**config.mk**
```make
export PLATFORM = sky130hd
export DESIGN_NAME = id_ex_stage
export DESIGN_NICKNAME = d
export VERILOG_FILES = /design/src/rtl/mips_pkg.sv /design/src/rtl/id_ex_stage_hazard_unit.sv /design/src/rtl/id_ex_stage.sv
export SDC_FILE = /design/constraint.sdc
export NUM_CORES = 1
export LEC_CHECK = 0
export ABC_AREA = 1
export CAP_MARGIN = 20
export CELL_PAD_IN_SITES_DETAIL_PLACEMENT = 0
export CELL_PAD_IN_SITES_GLOBAL_PLACEMENT = 2
export CORE_MARGIN = 3
export CORE_UTILIZATION = 23
export DETAILED_ROUTE_END_ITERATION = 16
export GPL_TIMING_DRIVEN = 0
export PLACE_DENSITY_LB_ADDON = 0.1
export SETUP_SLACK_MARGIN = 0.4
export SKIP_LAST_GASP = 1
export SLEW_MARGIN = 15
export SYNTH_ARGS = -nofsm -noshare
export SYNTH_HDL_FRONTEND = slang
export SYNTH_SLANG_ARGS = --single-unit
```
**constraint.sdc**
```tcl
create_clock -name clk -period 6.35 [get_ports clk]
set_clock_uncertainty 0.1 [all_clocks]
set_input_delay 0.635 -clock clk [delete_from_list [all_inputs] [get_ports clk]]
set_output_delay 0.635 -clock clk [all_outputs]
set_load 0.05 [all_outputs]
```
**src/rtl/mips_pkg.sv**
```systemverilog
// Shared MIPS definitions: opcodes, ALUOp classes, default widths and the
// decoded control bundle carried from ID into EX.
package mips_pkg;

  localparam int DEF_DATA_W = 32;
  localparam int DEF_REG_W  = 5;

  localparam logic [5:0] R_FORMAT = 6'd0;
  localparam logic [5:0] LW       = 6'd35;
  localparam logic [5:0] SW       = 6'd43;
  localparam logic [5:0] BEQ      = 6'd4;
  localparam logic [5:0] BNE      = 6'd5;
  localparam logic [5:0] ADDI     = 6'd8;
  localparam logic [5:0] ANDI     = 6'd12;
  localparam logic [5:0] ORI      = 6'd13;

  localparam logic [2:0] ALUOP_ADD   = 3'b000;
  localparam logic [2:0] ALUOP_SUB   = 3'b001;
  localparam logic [2:0] ALUOP_RTYPE = 3'b010;

  typedef struct packed {
    logic       reg_dst;
    logic       alu_src;
    logic       memto_reg;
    logic       reg_write;
    logic       mem_read;
    logic       mem_write;
    logic       branch;
    logic       branch_ne;
    logic [2:0] alu_op;
  } ctrl_t;

  // RegDst/MemtoReg are don't-cares when nothing is written back; force them
  // low so SW/BEQ/BNE never leak X into EX. An invalid slot carries no control.
  function automatic ctrl_t sanitize_ctrl(input ctrl_t c, input logic valid);
    ctrl_t s;
    s           = c;
    s.reg_dst   = c.reg_dst & c.reg_write;
    s.memto_reg = c.memto_reg & c.reg_write;
    if (!valid) s = '0;
    return s;
  endfunction

endpackage

```
**src/rtl/id_ex_stage_hazard_unit.sv**
```systemverilog
// Load-use detector: an EX-stage load whose destination is read by the
// instruction in ID forces one bubble unless that instruction is being flushed.
module hazard_unit #(
  parameter int REG_W = 5
) (
  input  logic [REG_W-1:0] ex_write_reg,
  input  logic             ex_mem_read,
  input  logic             ex_valid,
  input  logic             id_valid,
  input  logic [REG_W-1:0] id_rs,
  input  logic [REG_W-1:0] id_rt,
  input  logic             uses_rt,
  input  logic             flush,
  output logic             load_use,
  output logic             stall
);

  logic dst_nonzero;
  logic rs_match;
  logic rt_match;

  always_comb begin
    dst_nonzero = (ex_write_reg != '0);
    rs_match    = (ex_write_reg == id_rs);
    rt_match    = uses_rt & (ex_write_reg == id_rt);
    load_use    = ex_valid & ex_mem_read & dst_nonzero & id_valid &
                  (rs_match | rt_match);
    stall       = load_use & ~flush;
  end

endmodule

```
**src/rtl/id_ex_stage.sv**
```systemverilog
// ID/EX pipeline register with load-use bubble insertion, branch flush and a
// saturating count of inserted load-use bubbles.
module id_ex_stage
  import mips_pkg::*;
#(
  parameter int DATA_W = DEF_DATA_W,
  parameter int REG_W  = DEF_REG_W,
  parameter int CNT_W  = 16
) (
  input  logic              clk,
  input  logic              reset,
  input  logic              id_valid,
  input  logic              RegDst,
  input  logic              ALUSrc,
  input  logic              MemtoReg,
  input  logic              RegWrite,
  input  logic              MemRead,
  input  logic              MemWrite,
  input  logic              Branch,
  input  logic              BranchNE,
  input  logic [2:0]        ALUOp,
  input  logic [5:0]        funct,
  input  logic [REG_W-1:0]  rs,
  input  logic [REG_W-1:0]  rt,
  input  logic [REG_W-1:0]  rd,
  input  logic [DATA_W-1:0] read_data1,
  input  logic [DATA_W-1:0] read_data2,
  input  logic [DATA_W-1:0] sign_ext_imm,
  input  logic [DATA_W-1:0] pc_plus4,
  input  logic              flush,
  output logic              ex_valid,
  output logic              ex_RegDst,
  output logic              ex_ALUSrc,
  output logic              ex_MemtoReg,
  output logic              ex_RegWrite,
  output logic              ex_MemRead,
  output logic              ex_MemWrite,
  output logic              ex_Branch,
  output logic              ex_BranchNE,
  output logic [2:0]        ex_ALUOp,
  output logic [5:0]        ex_funct,
  output logic [REG_W-1:0]  ex_rs,
  output logic [REG_W-1:0]  ex_rt,
  output logic [REG_W-1:0]  ex_rd,
  output logic [DATA_W-1:0] ex_rd1,
  output logic [DATA_W-1:0] ex_rd2,
  output logic [DATA_W-1:0] ex_imm,
  output logic [DATA_W-1:0] ex_pc_plus4,
  output logic [REG_W-1:0]  ex_write_reg,
  output logic              stall,
  output logic [CNT_W-1:0]  hazard_count
);

  ctrl_t             id_ctrl;
  ctrl_t             cap_ctrl;
  logic              uses_rt;
  logic              load_use;

  ctrl_t             ctrl_q,  ctrl_d;
  logic              valid_q, valid_d;
  logic [5:0]        funct_q, funct_d;
  logic [REG_W-1:0]  rs_q,    rs_d;
  logic [REG_W-1:0]  rt_q,    rt_d;
  logic [REG_W-1:0]  rd_q,    rd_d;
  logic [REG_W-1:0]  wr_q,    wr_d;
  logic [DATA_W-1:0] rd1_q,   rd1_d;
  logic [DATA_W-1:0] rd2_q,   rd2_d;
  logic [DATA_W-1:0] imm_q,   imm_d;
  logic [DATA_W-1:0] pc_q,    pc_d;
  logic [CNT_W-1:0]  cnt_q,   cnt_d;

  // R-format, SW, BEQ and BNE read rt as a source; I-type ALU ops write it.
  assign uses_rt = ~ALUSrc | MemWrite;

  hazard_unit #(
    .REG_W (REG_W)
  ) u_hazard (
    .ex_write_reg (wr_q),
    .ex_mem_read  (ctrl_q.mem_read),
    .ex_valid     (valid_q),
    .id_valid     (id_valid),
    .id_rs        (rs),
    .id_rt        (rt),
    .uses_rt      (uses_rt),
    .flush        (flush),
    .load_use     (load_use),
    .stall        (stall)
  );

  always_comb begin
    id_ctrl = '{reg_dst:   RegDst,   alu_src:   ALUSrc,
                memto_reg: MemtoReg, reg_write: RegWrite,
                mem_read:  MemRead,  mem_write: MemWrite,
                branch:    Branch,   branch_ne: BranchNE,
                alu_op:    ALUOp};
    cap_ctrl = sanitize_ctrl(id_ctrl, id_valid);

    ctrl_d  = ctrl_q;
    valid_d = valid_q;
    funct_d = funct_q;
    rs_d    = rs_q;
    rt_d    = rt_q;
    rd_d    = rd_q;
    wr_d    = wr_q;
    rd1_d   = rd1_q;
    rd2_d   = rd2_q;
    imm_d   = imm_q;
    pc_d    = pc_q;
    cnt_d   = cnt_q;

    // A bubble clears only control; data fields keep their last values.
    if (flush || load_use) begin
      ctrl_d  = '0;
      valid_d = 1'b0;
    end else begin
      ctrl_d  = cap_ctrl;
      valid_d = id_valid;
      funct_d = funct;
      rs_d    = rs;
      rt_d    = rt;
      rd_d    = rd;
      wr_d    = cap_ctrl.reg_dst ? rd : rt;
      rd1_d   = read_data1;
      rd2_d   = read_data2;
      imm_d   = sign_ext_imm;
      pc_d    = pc_plus4;
    end

    if (stall && (cnt_q != {CNT_W{1'b1}})) cnt_d = cnt_q + 1'b1;
  end

  always_ff @(posedge clk or posedge reset) begin
    if (reset) begin
      ctrl_q  <= '0;
      valid_q <= 1'b0;
      funct_q <= '0;
      rs_q    <= '0;
      rt_q    <= '0;
      rd_q    <= '0;
      wr_q    <= '0;
      rd1_q   <= '0;
      rd2_q   <= '0;
      imm_q   <= '0;
      pc_q    <= '0;
      cnt_q   <= '0;
    end else begin
      ctrl_q  <= ctrl_d;
      valid_q <= valid_d;
      funct_q <= funct_d;
      rs_q    <= rs_d;
      rt_q    <= rt_d;
      rd_q    <= rd_d;
      wr_q    <= wr_d;
      rd1_q   <= rd1_d;
      rd2_q   <= rd2_d;
      imm_q   <= imm_d;
      pc_q    <= pc_d;
      cnt_q   <= cnt_d;
    end
  end

  assign ex_valid     = valid_q;
  assign ex_RegDst    = ctrl_q.reg_dst;
  assign ex_ALUSrc    = ctrl_q.alu_src;
  assign ex_MemtoReg  = ctrl_q.memto_reg;
  assign ex_RegWrite  = ctrl_q.reg_write;
  assign ex_MemRead   = ctrl_q.mem_read;
  assign ex_MemWrite  = ctrl_q.mem_write;
  assign ex_Branch    = ctrl_q.branch;
  assign ex_BranchNE  = ctrl_q.branch_ne;
  assign ex_ALUOp     = ctrl_q.alu_op;
  assign ex_funct     = funct_q;
  assign ex_rs        = rs_q;
  assign ex_rt        = rt_q;
  assign ex_rd        = rd_q;
  assign ex_rd1       = rd1_q;
  assign ex_rd2       = rd2_q;
  assign ex_imm       = imm_q;
  assign ex_pc_plus4  = pc_q;
  assign ex_write_reg = wr_q;
  assign hazard_count = cnt_q;

endmodule

```
### Word level (Yosys, flattened, before mapping)

Cells that the tools add are included.

* ROM bits: 0
* memories: 0
* output and inout bits: 183
* bits of input ports: 164
* bits in writable memories: 0
* flip-flop bits (word level): 182
* latch bits: 0

* eq/ne operators: 3
* reductions and logical operators: 3
* add/subtract/negate cells: 1
* shift operators: 0
* $lt $le $gt $ge: 0
* divide/modulo/power cells: 0
* bitwise logic cells: 12
* muxes and demuxes: 4
* $mul: 0

Operator list (count)
* 2-to-1 mux 11 bit: 2
* adder 16 x 1 -> 16 bit (second input constant): 1
* inequality test 16 bit (second input constant): 1
* == test 5 bit: 2
* bitwise AND 1 bit: 8
* 2-to-1 mux 5 bit: 1
* nonzero test 5 bit: 1
* NOT 1 bit: 2
* bitwise OR 1 bit: 2
* logical AND 1 bit: 1
* logical OR 1 bit: 1
* 2-to-1 mux 1 bit: 1

### Logic depth before layout (Yosys ltp)

* depth after elaboration: 7
* depth in mapped cells: 12

### Hierarchy

Synthesis repeated with hierarchy kept, for this count alone.

* cells, all modules: 896
* area, all modules: 7546.0 um^2

By module, submodules not included
* id_ex_stage: area each 7312.0 um^2, instances 1, cells each 839
* hazard_unit: area each 234.0 um^2, instances 1, cells each 57

### Least setup slack after synthesis

OpenSTA, ideal clock, no wires.

* kind: flip-flop to output port
* start: register wr_q[1], in the netlist ex_write_reg[1]
* end: output stall
* arrival: 1.616 ns
* stages on the path, launching flop included: 9
* required time: 5.615 ns
* setup slack: 3.999 ns
* cell sequence: dfrtp_1 > inv_1 > nand2_1 > nand2_1 > nor2_1 > nand3_1 > nand2_1 > nand3_1 > inv_1

* word-level cells in the longest chain between the ends: 5

Ends and longest elaborated chain
* start, declared: RTL line id_ex_stage.sv:65 `logic [REG_W-1:0] wr_q, wr_d;`
* start signal, assigned: RTL line id_ex_stage.sv:153 `wr_q <= wr_d;`
* == test 5 bit / nonzero test 5 bit (equally long branches): RTL line id_ex_stage_hazard_unit.sv:25, id_ex_stage_hazard_unit.sv:23
* bitwise AND 1 bit, on equally long branches: RTL line id_ex_stage_hazard_unit.sv:25, id_ex_stage_hazard_unit.sv:26
* bitwise OR 1 bit / bitwise AND 1 bit (equally long branches): RTL line id_ex_stage_hazard_unit.sv:27, id_ex_stage_hazard_unit.sv:26
* bitwise AND 1 bit *: RTL line id_ex_stage_hazard_unit.sv:26 `load_use = ex_valid & ex_mem_read & dst_nonzero & id_valid &`
* bitwise AND 1 bit *: RTL line id_ex_stage_hazard_unit.sv:28 `stall = load_use & ~flush;`
* end, declared: RTL line id_ex_stage.sv:50 `output logic stall,`

Every way passes the cells marked *; elsewhere a longest branch is shown, timed or not.

### Final worst setup path

* start: input rt[3]
* end: output stall

* word-level cells in the longest chain between the ends: 5

Ends and longest elaborated chain
* start, declared: RTL line id_ex_stage.sv:24 `input logic [REG_W-1:0] rt,`
* == test 5 bit: RTL line id_ex_stage_hazard_unit.sv:25 `rt_match = uses_rt & (ex_write_reg == id_rt);`
* bitwise AND 1 bit: RTL line id_ex_stage_hazard_unit.sv:25
* bitwise OR 1 bit: RTL line id_ex_stage_hazard_unit.sv:27 `(rs_match | rt_match);`
* bitwise AND 1 bit: RTL line id_ex_stage_hazard_unit.sv:26
* bitwise AND 1 bit: RTL line id_ex_stage_hazard_unit.sv:28

No other way between the ends.

==> impl_metrics.ini <==
[status]
outcome = complete, no violations

[routing]
antenna_left = 0
wl_met3_um = 2039
viasPerCell = 4.145
first_pass_iters = 4
vias = 7100
drc = 0
wl_per_cell_um = 17.50
drtIter0Drc = 356
maxUsedRoutingLayer = met4
wl_met1_um = 13430
wl_um = 29970
wl_met2_um = 14360

[global_routing]
grt_pass1_wl_um = 45300
grt_overflow_total = 0
grt_use_total_pct = 16.73
antenna_found_initial = 1
grt_pass1_vias = 7076
grt_max_degree = 76

[clock_network]
cts_tree = done
post_cts_buffers = 0
cts_hold_buf = 0
insertion_delay_ns = 0.44
h-tree-depth = 4
cts_buffers = 17
clk_pin_slew_ns = 0.07
numClockSinks = 182
clock-root-buffer = clkbuf_16
ctsResizeCount = 0
clockBufferDepth = 2

[place]
dpl-instance-area_um2 = 11730
pre_cts_ws_ns = 2.711
dp.final_hpwl_um = 22380
place_congestion = 0.7368
port-buffer-count = 346
dp_cells = 1681

[floorplan]
die_w_um = 188.4
start_util_pct = 23.40
core_um2 = 32700
num_io_pins = 347
fp.dieArea_um2 = 35500
num_rows = 66
die_y_um = 188.4

[sta]
post-route-period-util_pct = 57.40
fin_ws_ns = 2.705
fin_crit_ns = 3.645
setup_tns_ns = 0
rsz0062_at_grt = false
tightest_slew_ns = 0.7523
slew_headroom_pct = 49.85
fmax_ghz = 0.2744
setup_viol = 0
finalHoldViolCount = 0
drv_slew = 0

[synth]
synth_most_common_cell = nand2_1
async_reset_ff_share_pct = 100.0
synthTopCellsByArea = dfrtp_1 60%, nand2_1 20%, nand3_1 9.9%
ys_ff_latch = 182
synth_top_area_share_pct = 59.52
synth_ff_type = dfrtp_1
synth_warnings = 0
synth_cells = 891
yosys.area.top_type = dfrtp_1
synth_edf_count = 0
synth.distinct_cells = 21
syn_area_per_cell_um2 = 8.588
synth_area_um2 = 7652
synth-seq-area-share_pct = 59.52
synth_commonest_cells = 399 x nand2_1, 182 x dfrtp_1, 152 x nand3_1
synth_nets = 1056

[setup_path]
r2r-end = ex_rd1[18]
r2r-start = ex_write_reg[1]
rr_worst_depth = 9
r2r_slack_ns = 3.91
startpoint = rt[3]
crit_path_max_fanout = 4
crit_path_end_kind = output pin
required_ns = 5.61
cp.arrival_ns = 2.91
criticalPathCategory = in -> out
startpoint_type = input port
critPathCapture = stall

[min_path]
worstHoldStart = ex_pc_plus4[13]
hold_class = reg -> reg

[layout]
multi_input_area_um2 = 2676
fill_cells = 3474
final-seq-area_um2 = 4554
drive_gt1_share_pct = 5.748
area_delta_synth_final_pct = 61.54
finalNonFillerCells = 1713
final_nets = 1423
fin_area_um2 = 12360

[power_and_ir_drop]
power_leakage_nw = 5.883
powerDensity_nw_per_um2 = 267.2
peakVddDrop_uv = 167.6
finalPower_mw = 3.303

[run]
maxCapViolations = 0
[area by class of cell]
cell class              count  area share (%)
well taps                 442           4.474
flip-flops and latches    182           36.84
repair buffers            348           28.46
clock inverters            12           1.417
diodes                      1         0.02024
plain buffers              53           2.500
clock buffers              19           3.664
multi-input cells         626           21.65
inverters                  30          0.9717
[per-layer routing]
layer | global-route usage, % | up-vias
met4 | 3.380 | 0
li1 | - | 3553
met5 | 0 | -
met2 | 26.59 | 207
met3 | 5.693 | 7
met1 | 22.33 | 3333
[power breakdown]
group / leakage (nW) / internal [mW] / switching, mW
clock: 0.313 / 0.680 / 0.484
combinational: 3.31 / 0.304 / 0.532
sequential: 2.26 / 1.25 / 0.0530
[worst min path at each step]
stage                                 end  slack [ns]  cells after the start
after floorplan                ex_imm[10]        0.65                      2
after global routing           ex_rd2[27]        0.39                      2
after CTS                      ex_rd1[18]        0.37                      2
after global placement         ex_rd1[21]        0.35                      2
final                     ex_pc_plus4[13]        0.37                      2
after detailed placement       ex_rd2[27]        0.36                      2
[metrics by stage]
stage | util (%) | hold WS [ns]
CTS | 37.79 | 0.3746
global placement | 35.68 | 0.3529
floorplan | - | 0.6501
global route | 37.80 | 0.3899
finish | 37.80 | 0.3691
detailed placement | 35.87 | 0.3577
[worst max-delay path, stage by stage]
cell,delay (ns)
clkdlybuf4s50_1,0.45
inv_1,0.08
nand2_1,0.06
nand2_1,0.05
nor2_1,0.15
nand3_1,0.10
nand2_1,0.23
nand3_1,0.17
inv_1,0.11
clkdlybuf4s50_1,0.86
[placed cells by master, fill, tap and decap left out]
master,n
clkinv_2,4
nor3_1,3
buf_16,2
nand2_4,1
inv_6,2
clkbuf_16,17
clkinv_4,2
ha_1,1
xor2_1,5
xnor2_1,9
nand2_1,399
inv_8,1
clkbuf_1,14
nand3_1,152
buf_6,10
inv_1,25
buf_4,3
bufinv_16,4
nor2_1,28
diode_2,1
clkbuf_8,2
clkdlybuf4s50_1,346
o21ai_0,20
nand4_1,5
dfrtp_1,182
nand2_2,1
buf_1,7
nand3b_1,1
nor2_2,1
inv_2,4
buf_2,19
[cells by family (layout without fill, tap and decap cells)]
logic type | count (synthesis) | in the layout | share of synthesized area (%)
xor gates and xnor gates | 14 | 14 | 1.602
and+or+nand+nor | 591 | 591 | 31.90
DFF | 182 | 182 | 59.52
other | 0 | 1 | 0
buffers and inverters | 83 | 462 | 5.510
adders and majority gates | 1 | 1 | 0.1635
AOI/OAI and AO/OA | 20 | 20 | 1.308
(Power assumes the default switching activity.)
